**src/rtl/btn_cmd_encoder_if.sv**
```systemverilog
// Command handshake between the button encoder (master) and the game logic (slave).
interface btn_cmd_encoder_if;
  logic       cmd_valid;
  logic [2:0] cmd_code;
  logic       cmd_ready;

  modport master (output cmd_valid, output cmd_code, input cmd_ready);
  modport slave  (input cmd_valid, input cmd_code, output cmd_ready);
endinterface

```
**src/rtl/btn_cmd_encoder.sv**
```systemverilog
// Five-button front end: synchronize, debounce, detect presses and offer one
// prioritized command at a time over a valid/ready handshake.
//
// state | meaning
// IDLE  | no command offered
// PEND  | cmd_code offered with cmd_valid high, waiting for cmd_ready
module btn_cmd_encoder #(
  parameter int DEBOUNCE_CYCLES = 1000000,
  parameter int SYNC_STAGES     = 2
) (
  input  logic                      clk,
  input  logic                      rst_n,
  input  logic [4:0]                btn,
  btn_cmd_encoder_if.master         cmd,
  output logic [4:0]                btn_level,
  output logic [7:0]                drop_cnt
);
  localparam int CW = $clog2(DEBOUNCE_CYCLES + 1);
  localparam logic [CW-1:0] CNT_LAST = CW'(DEBOUNCE_CYCLES - 1);

  typedef enum logic {IDLE, PEND} state_t;

  state_t     state;
  logic [4:0] sync_q [SYNC_STAGES];
  logic [4:0] btn_sync;
  logic [CW-1:0] cnt_q [5];
  logic [4:0] level_d;
  logic [4:0] ev;
  logic [2:0] win_code;
  logic       win_dir;
  logic [2:0] dir_cnt;
  logic [2:0] lost;
  logic [2:0] inc;
  logic       any_ev;
  logic       take;
  logic [8:0] drop_sum;

  assign btn_sync = sync_q[SYNC_STAGES-1];

  always_ff @(posedge clk or negedge rst_n) begin
    if (!rst_n) begin
      for (int i = 0; i < SYNC_STAGES; i++) sync_q[i] <= '0;
    end else begin
      sync_q[0] <= btn;
      for (int i = 1; i < SYNC_STAGES; i++) sync_q[i] <= sync_q[i-1];
    end
  end

  // Level flips on the DEBOUNCE_CYCLES-th consecutive differing cycle.
  always_ff @(posedge clk or negedge rst_n) begin
    if (!rst_n) begin
      for (int i = 0; i < 5; i++) cnt_q[i] <= '0;
      btn_level <= '0;
      level_d   <= '0;
    end else begin
      level_d <= btn_level;
      for (int i = 0; i < 5; i++) begin
        if (btn_sync[i] == btn_level[i]) begin
          cnt_q[i] <= '0;
        end else if (cnt_q[i] == CNT_LAST) begin
          cnt_q[i]     <= '0;
          btn_level[i] <= ~btn_level[i];
        end else begin
          cnt_q[i] <= cnt_q[i] + 1'b1;
        end
      end
    end
  end

  assign ev     = btn_level & ~level_d;
  assign any_ev = |ev;

  always_comb begin
    win_code = 3'd0;
    win_dir  = 1'b0;
    if (ev[0]) begin
      win_code = 3'd4;
    end else if (ev[1]) begin
      win_code = 3'd0;
      win_dir  = 1'b1;
    end else if (ev[2]) begin
      win_code = 3'd1;
      win_dir  = 1'b1;
    end else if (ev[3]) begin
      win_code = 3'd2;
      win_dir  = 1'b1;
    end else if (ev[4]) begin
      win_code = 3'd3;
      win_dir  = 1'b1;
    end
  end

  // A press is loaded when nothing is pending, the pending one is being
  // accepted, or it is start; otherwise every direction press is dropped.
  assign dir_cnt  = {2'b0, ev[1]} + {2'b0, ev[2]} + {2'b0, ev[3]} + {2'b0, ev[4]};
  assign lost     = dir_cnt - {2'b0, win_dir};
  assign take     = any_ev && (state == IDLE || cmd.cmd_ready || ev[0]);
  assign inc      = take ? lost : dir_cnt;
  assign drop_sum = {1'b0, drop_cnt} + {6'b0, inc};

  always_ff @(posedge clk or negedge rst_n) begin
    if (!rst_n) begin
      state         <= IDLE;
      cmd.cmd_valid <= 1'b0;
      cmd.cmd_code  <= 3'd0;
      drop_cnt      <= 8'd0;
    end else begin
      drop_cnt <= drop_sum[8] ? 8'hFF : drop_sum[7:0];
      case (state)
        IDLE: begin
          if (any_ev) begin
            state         <= PEND;
            cmd.cmd_valid <= 1'b1;
            cmd.cmd_code  <= win_code;
          end
        end
        PEND: begin
          if (take) begin
            cmd.cmd_code <= win_code;
          end else if (cmd.cmd_ready) begin
            state         <= IDLE;
            cmd.cmd_valid <= 1'b0;
          end
        end
        default: begin
          state         <= IDLE;
          cmd.cmd_valid <= 1'b0;
        end
      endcase
    end
  end
endmodule

```
**src/flat_wrapper.sv**
```systemverilog
// flat-port wrapper written by rule: the top's interface ports become plain ports
module btn_cmd_encoder_flat 
#(
  parameter int DEBOUNCE_CYCLES = 1000000,
  parameter int SYNC_STAGES     = 2
)
  (clk, rst_n, btn, btn_level, drop_cnt, cmd_cmd_valid, cmd_cmd_code, cmd_cmd_ready);
  btn_cmd_encoder_if cmd_i ();
  input  logic clk;
  input  logic rst_n;
  input  logic [4:0] btn;
  output logic [4:0] btn_level;
  output logic [7:0] drop_cnt;
  output wire logic [$bits(cmd_i.cmd_valid)-1:0] cmd_cmd_valid;
  output wire logic [$bits(cmd_i.cmd_code)-1:0] cmd_cmd_code;
  input wire logic [$bits(cmd_i.cmd_ready)-1:0] cmd_cmd_ready;
  assign cmd_cmd_valid = cmd_i.cmd_valid;
  assign cmd_cmd_code = cmd_i.cmd_code;
  assign cmd_i.cmd_ready = cmd_cmd_ready;
  btn_cmd_encoder #(.DEBOUNCE_CYCLES(DEBOUNCE_CYCLES), .SYNC_STAGES(SYNC_STAGES)) u_core (.clk(clk), .rst_n(rst_n), .btn(btn), .cmd(cmd_i), .btn_level(btn_level), .drop_cnt(drop_cnt));
endmodule
```
**config.mk**
```make
export PLATFORM = sky130hd
export DESIGN_NAME = btn_cmd_encoder_flat
export DESIGN_NICKNAME = d
export VERILOG_FILES = /design/src/rtl/btn_cmd_encoder_if.sv /design/src/rtl/btn_cmd_encoder.sv /design/src/flat_wrapper.sv
export SDC_FILE = /design/constraint.sdc
export NUM_CORES = 1
export LEC_CHECK = 0
export CAP_MARGIN = 20
export CORE_MARGIN = 4
export CORE_UTILIZATION = 25
export CTS_BUF_LIST = sky130_fd_sc_hd__clkbuf_4 sky130_fd_sc_hd__clkbuf_8 sky130_fd_sc_hd__clkbuf_16
export CTS_CLUSTER_SIZE = 24
export DETAILED_ROUTE_END_ITERATION = 6
export GPL_TIMING_DRIVEN = 1
export HOLD_SLACK_MARGIN = 0.08
export PLACE_DENSITY = 0.38
export SETUP_SLACK_MARGIN = 0.15
export SKIP_CTS_REPAIR_TIMING = 1
export SLEW_MARGIN = 10
export SYNTH_ARGS = -nofsm -noshare
export SYNTH_HDL_FRONTEND = slang
export SYNTH_SLANG_ARGS = --single-unit
```
**constraint.sdc**
```tcl
create_clock -name clk -period 4.3 [get_ports clk]
set_input_delay 0.43 -clock clk [delete_from_list [all_inputs] [get_ports clk]]
set_output_delay 0.43 -clock clk [all_outputs]
set_load 0.1 [all_outputs]
```
==> flow_metrics.tcl, run 1 <==
set metrics [dict create \
    cts_root_buf "sky130_fd_sc_hd__clkbuf_16" \
    floorplan.die.width_um 169.1 \
    clock_sink_count 133 \
    drt_iter0_drc 249 \
    mappedNetlistNets 671 \
    timing.max_cap.violations 0 \
    via_count_of_the_first_global_routing_pass 4826 \
    globalRoute.totalOverflow 0 \
    coreArea_um2 25330 \
    report.final.slew_viol_count 0 \
    viasPerCell 4.714 \
    syn-mean-instance-area_um2 9.992 \
    n_antenna_cell 0 \
    ir_worst_vdd_uv 231.1 \
    cp.arrival_ns 3.89 \
    boundaryPins 25 \
    timing.final.hold_violations 0 \
    cp_num_buf_inv 4 \
    first_pass_drt_iterations 4 \
    max_stage_delay_ns 0.42 \
    share_of_post_route_cells_with_drive_strength_above_1_pct 8.973 \
    kind_of_launch_point_of_the_worst_setup_path "flip-flop" \
    unrepaired_setup_endpoints_after_global_routing "no" \
    timing_worst_setup_path_type "reg2reg" \
    finalSetupViolations 0 \
    detailedPlacementHpwl_um 9581 \
    crit_family "adder cells" \
    period_needed_ns 3.566 \
    grt_max_degree 77 \
    wirelength_um 13930 \
    areaGrowthSynthToFinish_pct 19.18 \
    minimum_hold_slack_ns 0.04240 \
    ys_seq_area_share_pct 51.32 \
    crit_path_top_delay_cell "sky130_fd_sc_hd__dfrtp_1" \
    cts_buffers 17 \
    crit_path_cell_trace "nand2b_1, inv_1, ha_1, inv_1, fa_1, inv_1, ha_1, inv_1, ha_1, mux2_2, fa_1, nor2b_1, o2111a_1, nand3_1, o21ai_0" \
    routed-via-count 4813 \
    syn-cell-area_um2 6485 \
    fmaxAchievable_mhz 280.4 \
    clk-insertion-delay-late_ns 0.41 \
    yosysWarningCount 0 \
    die_h_um 169.1 \
    end_kind "flip-flop" \
    gp_congestion 0.7528 \
    final_min_period_over_clock_period_pct 82.93 \
    rows 58 \
    grtUsageTotal_pct 10.42 \
    nNetsFinal 700 \
    cp.required_ns 4.63 \
    synth.ff_latch_count 133 \
    crit_path_frequent_cell "sky130_fd_sc_hd__inv_1" \
    worst_clock_skew_ns 0.007490 \
    syn_inst_count 649 \
    start_util_pct 25.61 \
    path_max_fanout 6 \
    port-buffer-count 24 \
    total_leakage_power_nw 3.136 \
    route.detailed.drc 0 \
    classification_of_the_worst_slack_hold_path "in2async" \
    relSlewSlack_pct 29.25 \
    max-clock-path-buffers 2 \
    worstMarginPinSlew_ns 1.058 \
    cts_max_level 4 \
    grt_first_pass_wirelength_um 24410 \
    wire_per_inst_um 13.65 \
    yosys.cell_types.count 46 \
    clk_pin_slew_worst_paths_ns 0.06 \
    tritoncts "done" \
    totalNegativeSetupSlack_ns 0 \
    die-area_um2 28580 \
    ant_nets 0 \
    grt_antenna_before_repair 0 \
    power_per_cell_area_nw_per_um2 369.8 \
    status "finished clean" \
]
==> report_power, final <==
| part | internal [mW] | switching (mW) |
|---|---|---|
| Clock | 0.940 | 0.557 |
| Sequential | 1.27 | 0.0162 |
| Combinational | 0.0232 | 0.0534 |
==> cell usage after synthesis (all sizes together) <==
cell    instances  area share, %
dfrtp         133             51
a211oi          2           0.23
o31ai           9            1.0
nor3           16            1.2
a21boi          1           0.12
or3            17            1.6
nor4           15            1.7
inv            24            1.4
or4             9            1.0
or4b            2           0.31
nand4          32            3.3
and3           11            1.1
a41oi           1           0.14
o21ai          21            1.6
nand4b          1           0.14
o21bai          2           0.23
and2            3           0.29
xor2           34            4.6
nor2b           7           0.68
o41ai           3           0.41
ha             12            2.3
a21oi          34            2.6
mux2            7            1.2
mux2i           4           0.62
nor2           82            4.7
nor4b           6           0.81
nor4bb          1           0.15
o221ai          1           0.14
nand3          44            3.4
nand2b          6           0.58
or2             2           0.19
a21o            2           0.23
o2111a          1           0.17
fa              2           0.62
a31o            5           0.68
buf             3           0.23
nand2          33            1.9
and4           10            1.4
clkbuf         18            1.1
xnor2          33            4.5
==> cell type report <==
type / count / area [µm²]
fill: 2581 / 17600
clock buffer: 19 / 452.9
multi-input combinational: 471 / 2995
timing repair buffer: 31 / 294.0
inverter: 24 / 90.09
sequential: 133 / 3328
tap: 330 / 412.9
clock inverter: 13 / 155.1
==> kinds of logic after synthesis <==
| logic type | after synthesis | share of synthesized area [%] |
|---|---|---|
| compound gates | 82 | 7.621 |
| xor+xnor | 67 | 9.049 |
| fa+ha+maj | 14 | 2.933 |
| mux | 11 | 1.833 |
| buf+inv | 45 | 2.682 |
| flops | 133 | 51.32 |
| simple gates | 297 | 24.56 |
==> flip-flops by register name (all words and copies together) (netlist names) <==
name	cells
u_core.cnt_q	100
u_core.cmd.cmd_valid	1
u_core.state	1
u_core.drop_cnt	8
u_core.level_d	5
u_core.sync_q	5
u_core.cmd.cmd_code	3
u_core.btn_sync	5
u_core.btn_level	5
==> placed cells by master (no fill, tap or decap), types with 2 or more instances in the layout <==
master	count
sky130_fd_sc_hd__nand2_1	33
sky130_fd_sc_hd__or4b_2	2
sky130_fd_sc_hd__ha_1	12
sky130_fd_sc_hd__a31o_2	5
sky130_fd_sc_hd__and2_1	3
sky130_fd_sc_hd__nand2b_1	6
sky130_fd_sc_hd__mux2i_1	4
sky130_fd_sc_hd__fa_1	2
sky130_fd_sc_hd__or4_1	9
sky130_fd_sc_hd__xor2_1	34
sky130_fd_sc_hd__clkdlybuf4s50_1	23
sky130_fd_sc_hd__nor2b_1	7
sky130_fd_sc_hd__o21bai_1	2
sky130_fd_sc_hd__nor2_1	82
sky130_fd_sc_hd__nor3_1	16
sky130_fd_sc_hd__clkbuf_8	2
sky130_fd_sc_hd__o21ai_0	18
sky130_fd_sc_hd__mux2_2	7
sky130_fd_sc_hd__buf_4	7
sky130_fd_sc_hd__and3_1	10
sky130_fd_sc_hd__or2_2	2
sky130_fd_sc_hd__clkbuf_16	17
sky130_fd_sc_hd__xnor2_1	33
sky130_fd_sc_hd__nor4_1	14
sky130_fd_sc_hd__bufinv_16	3
sky130_fd_sc_hd__o41ai_1	2
sky130_fd_sc_hd__a21oi_1	34
sky130_fd_sc_hd__o21ai_1	3
sky130_fd_sc_hd__nand3_1	44
sky130_fd_sc_hd__or3_1	17
sky130_fd_sc_hd__o31ai_1	8
sky130_fd_sc_hd__nor4b_1	6
sky130_fd_sc_hd__and4_1	9
sky130_fd_sc_hd__inv_1	24
sky130_fd_sc_hd__a211oi_1	2
sky130_fd_sc_hd__nand4_1	31
sky130_fd_sc_hd__dfrtp_1	133
sky130_fd_sc_hd__clkinv_2	5
sky130_fd_sc_hd__clkinvlp_4	3
sky130_fd_sc_hd__a21o_1	2
==> through the flow <==
stage	setup slack (ns)	instances	total power [mW]	utilization, %	instance area [µm²]
after floorplan	0.3614	649	1.336	-	6485
after global placement	0.7763	989	1.386	28.11	7121
after detailed placement	0.7354	989	1.388	28.11	7121
after CTS	0.7001	1021	2.910	30.52	7729
after global routing	0.4054	1021	2.975	30.52	7729
final	0.7342	1021	2.858	30.52	7729
==> path summary, 6_finish.rpt <==
check | from | to | slack [ns] | depth (start not counted)
setup / recovery | u_core.btn_level[2] | u_core.drop_cnt[2] | 0.73 | 15
hold / removal | rst_n | u_core.cnt_q[9] | 0.04 | 1
setup reg to reg | u_core.btn_level[2] | u_core.drop_cnt[2] | 0.73 | 15
hold reg to reg | u_core.sync_q[8] | u_core.btn_sync[3] | 0.35 | 0
max in group asynchronous | rst_n | u_core.cnt_q[21] | 3.31 | 2
min in group clk | u_core.sync_q[8] | u_core.btn_sync[3] | 0.35 | 0
==> layer usage <==
metal,global-route usage (%),up-vias,share of wire (%)
met5,0,-,0
met4,3.640,0,1.7
met3,3.036,14,3.8
met2,15.99,64,45
met1,14.07,2360,49
li1,-,2375,-
(Power assumes the default switching activity.)
==> run 2, diff against run 1 <==
==> constraint.sdc (replaced) <==
create_clock -name clk -period 3.63 [get_ports clk]
set_input_delay 0.363 -clock clk [delete_from_list [all_inputs] [get_ports clk]]
set_output_delay 0.363 -clock clk [all_outputs]
set_load 0.1 [all_outputs]
==> run 2 against run 1 <==
Compared with the run above: critical path type unchanged; largest power group unchanged; first-iteration DRC count is 4.4% lower; wire length is 1.3% higher; clock-buffer cell count is 4 higher; cell count is 0.29% higher; clock skew is 0.0041 ns higher; register-to-register slack worse by 0.40 ns; power is 16% higher.
==> flow_metrics.tcl, run 2 (synthesized netlist as in run 1, its figures left out) <==
set metrics [dict create \
    crit_path_top_delay_cell "sky130_fd_sc_hd__dfrtp_4" \
    grt_max_degree 90 \
    crit_path_cell_trace "nand2b_4, inv_1, ha_1, inv_1, fa_1, inv_1, ha_1, inv_1, ha_1, mux2_2, fa_2, nor2b_4, o2111a_1, nor2b_1, a21oi_1" \
    final_min_period_over_clock_period_pct 90.84 \
    route.detailed.drc 0 \
    n_antenna_cell 0 \
    tritoncts "done" \
    cp.required_ns 3.92 \
    via_count_of_the_first_global_routing_pass 4811 \
    power_total_mw 3.322 \
    nNetsFinal 704 \
    max-clock-path-buffers 2 \
    first_pass_drt_iterations 4 \
    grt_first_pass_wirelength_um 24190 \
    share_of_post_route_cells_with_drive_strength_above_1_pct 10.66 \
    gp_congestion 0.7602 \
    fmaxAchievable_mhz 303.2 \
    timing.max_cap.violations 0 \
    ir_worst_vdd_uv 286.5 \
    grtUsageTotal_pct 10.40 \
    worst_clock_skew_ns 0.01162 \
    globalRoute.totalOverflow 0 \
    total_leakage_power_nw 3.156 \
    crit_path_frequent_cell "sky130_fd_sc_hd__inv_1" \
    max_flop_register "u_core.cnt_q" \
    grt_antenna_before_repair 0 \
    routed-via-count 4831 \
    fill_cells 2540 \
    period_needed_ns 3.298 \
    cts_buffers 17 \
    viasPerCell 4.718 \
    die-area_um2 28580 \
    cts_max_level 4 \
    power.share.switching_pct 21.66 \
    reg2reg_slack_ns 0.33 \
    leading_cell_types_in_the_layout_fill_and_taps_excluded "sky130_fd_sc_hd__dfrtp_1 (129), sky130_fd_sc_hd__nor2_1 (82), sky130_fd_sc_hd__nand3_1 (43)" \
    die_h_um 169.1 \
    power_per_cell_area_nw_per_um2 426.6 \
    unrepaired_setup_endpoints_after_global_routing "no" \
    p_comb_share_pct 2.8 \
    crit_family "adder cells" \
    timing_worst_setup_path_type "reg2reg" \
    relSlewSlack_pct 29.56 \
    boundaryPins 25 \
    areaGrowthSynthToFinish_pct 20.08 \
    clk_pin_slew_worst_paths_ns 0.06 \
    cp.arrival_ns 3.59 \
    finalSetupViolations 0 \
    kind_of_launch_point_of_the_worst_setup_path "flip-flop" \
    max_stage_delay_ns 0.50 \
    floorplan.die.width_um 169.1 \
    drt_iter0_drc 238 \
    internal-power_mw 2.603 \
    timing.final.hold_violations 0 \
    clock_sink_count 133 \
    port-buffer-count 24 \
    power.share.sequential_pct 45.8 \
    biggestRegsByFlops "u_core.cnt_q: 100 flops, u_core.drop_cnt: 8 flops" \
    detailedPlacementHpwl_um 9453 \
    end_kind "flip-flop" \
    clk-insertion-delay-late_ns 0.42 \
    number_of_flip_flops_under_the_largest_register_name 100 \
    power.net_switching_mw 0.7196 \
    classification_of_the_worst_slack_hold_path "in2async" \
    coreArea_um2 25330 \
    status "finished clean" \
    wirelength_um 14110 \
    ant_nets 0 \
    cp_num_buf_inv 4 \
    report.final.slew_viol_count 0 \
    cts_root_buf "sky130_fd_sc_hd__clkbuf_16" \
    totalNegativeSetupSlack_ns 0 \
    rows 58 \
    wire_per_inst_um 13.78 \
    layout.cells.most_common "sky130_fd_sc_hd__dfrtp_1" \
    clkPwrFrac_pct 51.4 \
    start_util_pct 25.61 \
    worstMarginPinSlew_ns 1.053 \
    path_max_fanout 5 \
]
==> run 2: power groups by stage <==
stage	clock network [mW]	logic [mW]	registers [mW]
2_1_floorplan	0	0.0392	1.54
3_3_place_gp	0	0.0958	1.55
3_5_place_dp	0	0.0972	1.55
4_1_cts	1.77	0.0976	1.52
5_1_grt	1.83	0.108	1.52
6_report	1.71	0.0921	1.52
==> run 2: stage by stage <==
stage          hold WS [ns]  instances  util, %  worst slack, ns  area [µm²]
2_1_floorplan       0.06741        649        -           0.1549        6513
3_3_place_gp         0.3360        989    28.27           0.1779        7161
3_5_place_dp         0.3365        989    28.27           0.1339        7161
4_1_cts             0.06192       1020    30.58           0.1090        7745
5_1_grt              0.1188       1024    30.75           0.1563        7787
6_report            0.03340       1024    30.75           0.3324        7787
==> run 2: worst paths after layout <==
check,start,endpoint,depth (start not counted)
worst max-delay path,u_core.btn_level[2],u_core.drop_cnt[6],15
worst min-delay path,rst_n,u_core.cnt_q[53],1
worst max register to register,u_core.btn_level[2],u_core.drop_cnt[6],15
worst min register to register,u_core.sync_q[8],u_core.btn_sync[3],0
max in group asynchronous,rst_n,u_core.btn_level[1],2
min in group clk,u_core.sync_q[8],u_core.btn_sync[3],0
==> run 2: layout make-up <==
class | count | area (µm²) | area share [%]
clock inverters | 8 | 101.3 | 1.301
repair buffers | 35 | 336.6 | 4.322
well taps | 330 | 412.9 | 5.302
multi-input cells | 471 | 3025 | 38.85
flip-flops and latches | 133 | 3338 | 42.87
clock buffers | 23 | 483.0 | 6.202
inverters | 24 | 90.09 | 1.157
==> run 2: worst reg2reg max path, cell delays in order, from the launching register on <==
cell                       delay, ns
sky130_fd_sc_hd__dfrtp_4        0.50
sky130_fd_sc_hd__nand2b_4       0.10
sky130_fd_sc_hd__inv_1          0.04
sky130_fd_sc_hd__ha_1           0.26
sky130_fd_sc_hd__inv_1          0.05
sky130_fd_sc_hd__fa_1           0.37
sky130_fd_sc_hd__inv_1          0.06
sky130_fd_sc_hd__ha_1           0.21
sky130_fd_sc_hd__inv_1          0.09
sky130_fd_sc_hd__ha_1           0.25
sky130_fd_sc_hd__mux2_2         0.29
sky130_fd_sc_hd__fa_2           0.37
sky130_fd_sc_hd__nor2b_4        0.13
sky130_fd_sc_hd__o2111a_1       0.24
sky130_fd_sc_hd__nor2b_1        0.15
sky130_fd_sc_hd__a21oi_1        0.07
==> run 2: per-layer routing <==
layer	track usage, %	up-vias	part of all wire, %
met4	3.395	0	1.1
li1	-	2379	-
met1	13.79	2385	49
met3	3.176	15	3.5
met2	16.29	52	46
met5	0	-	0
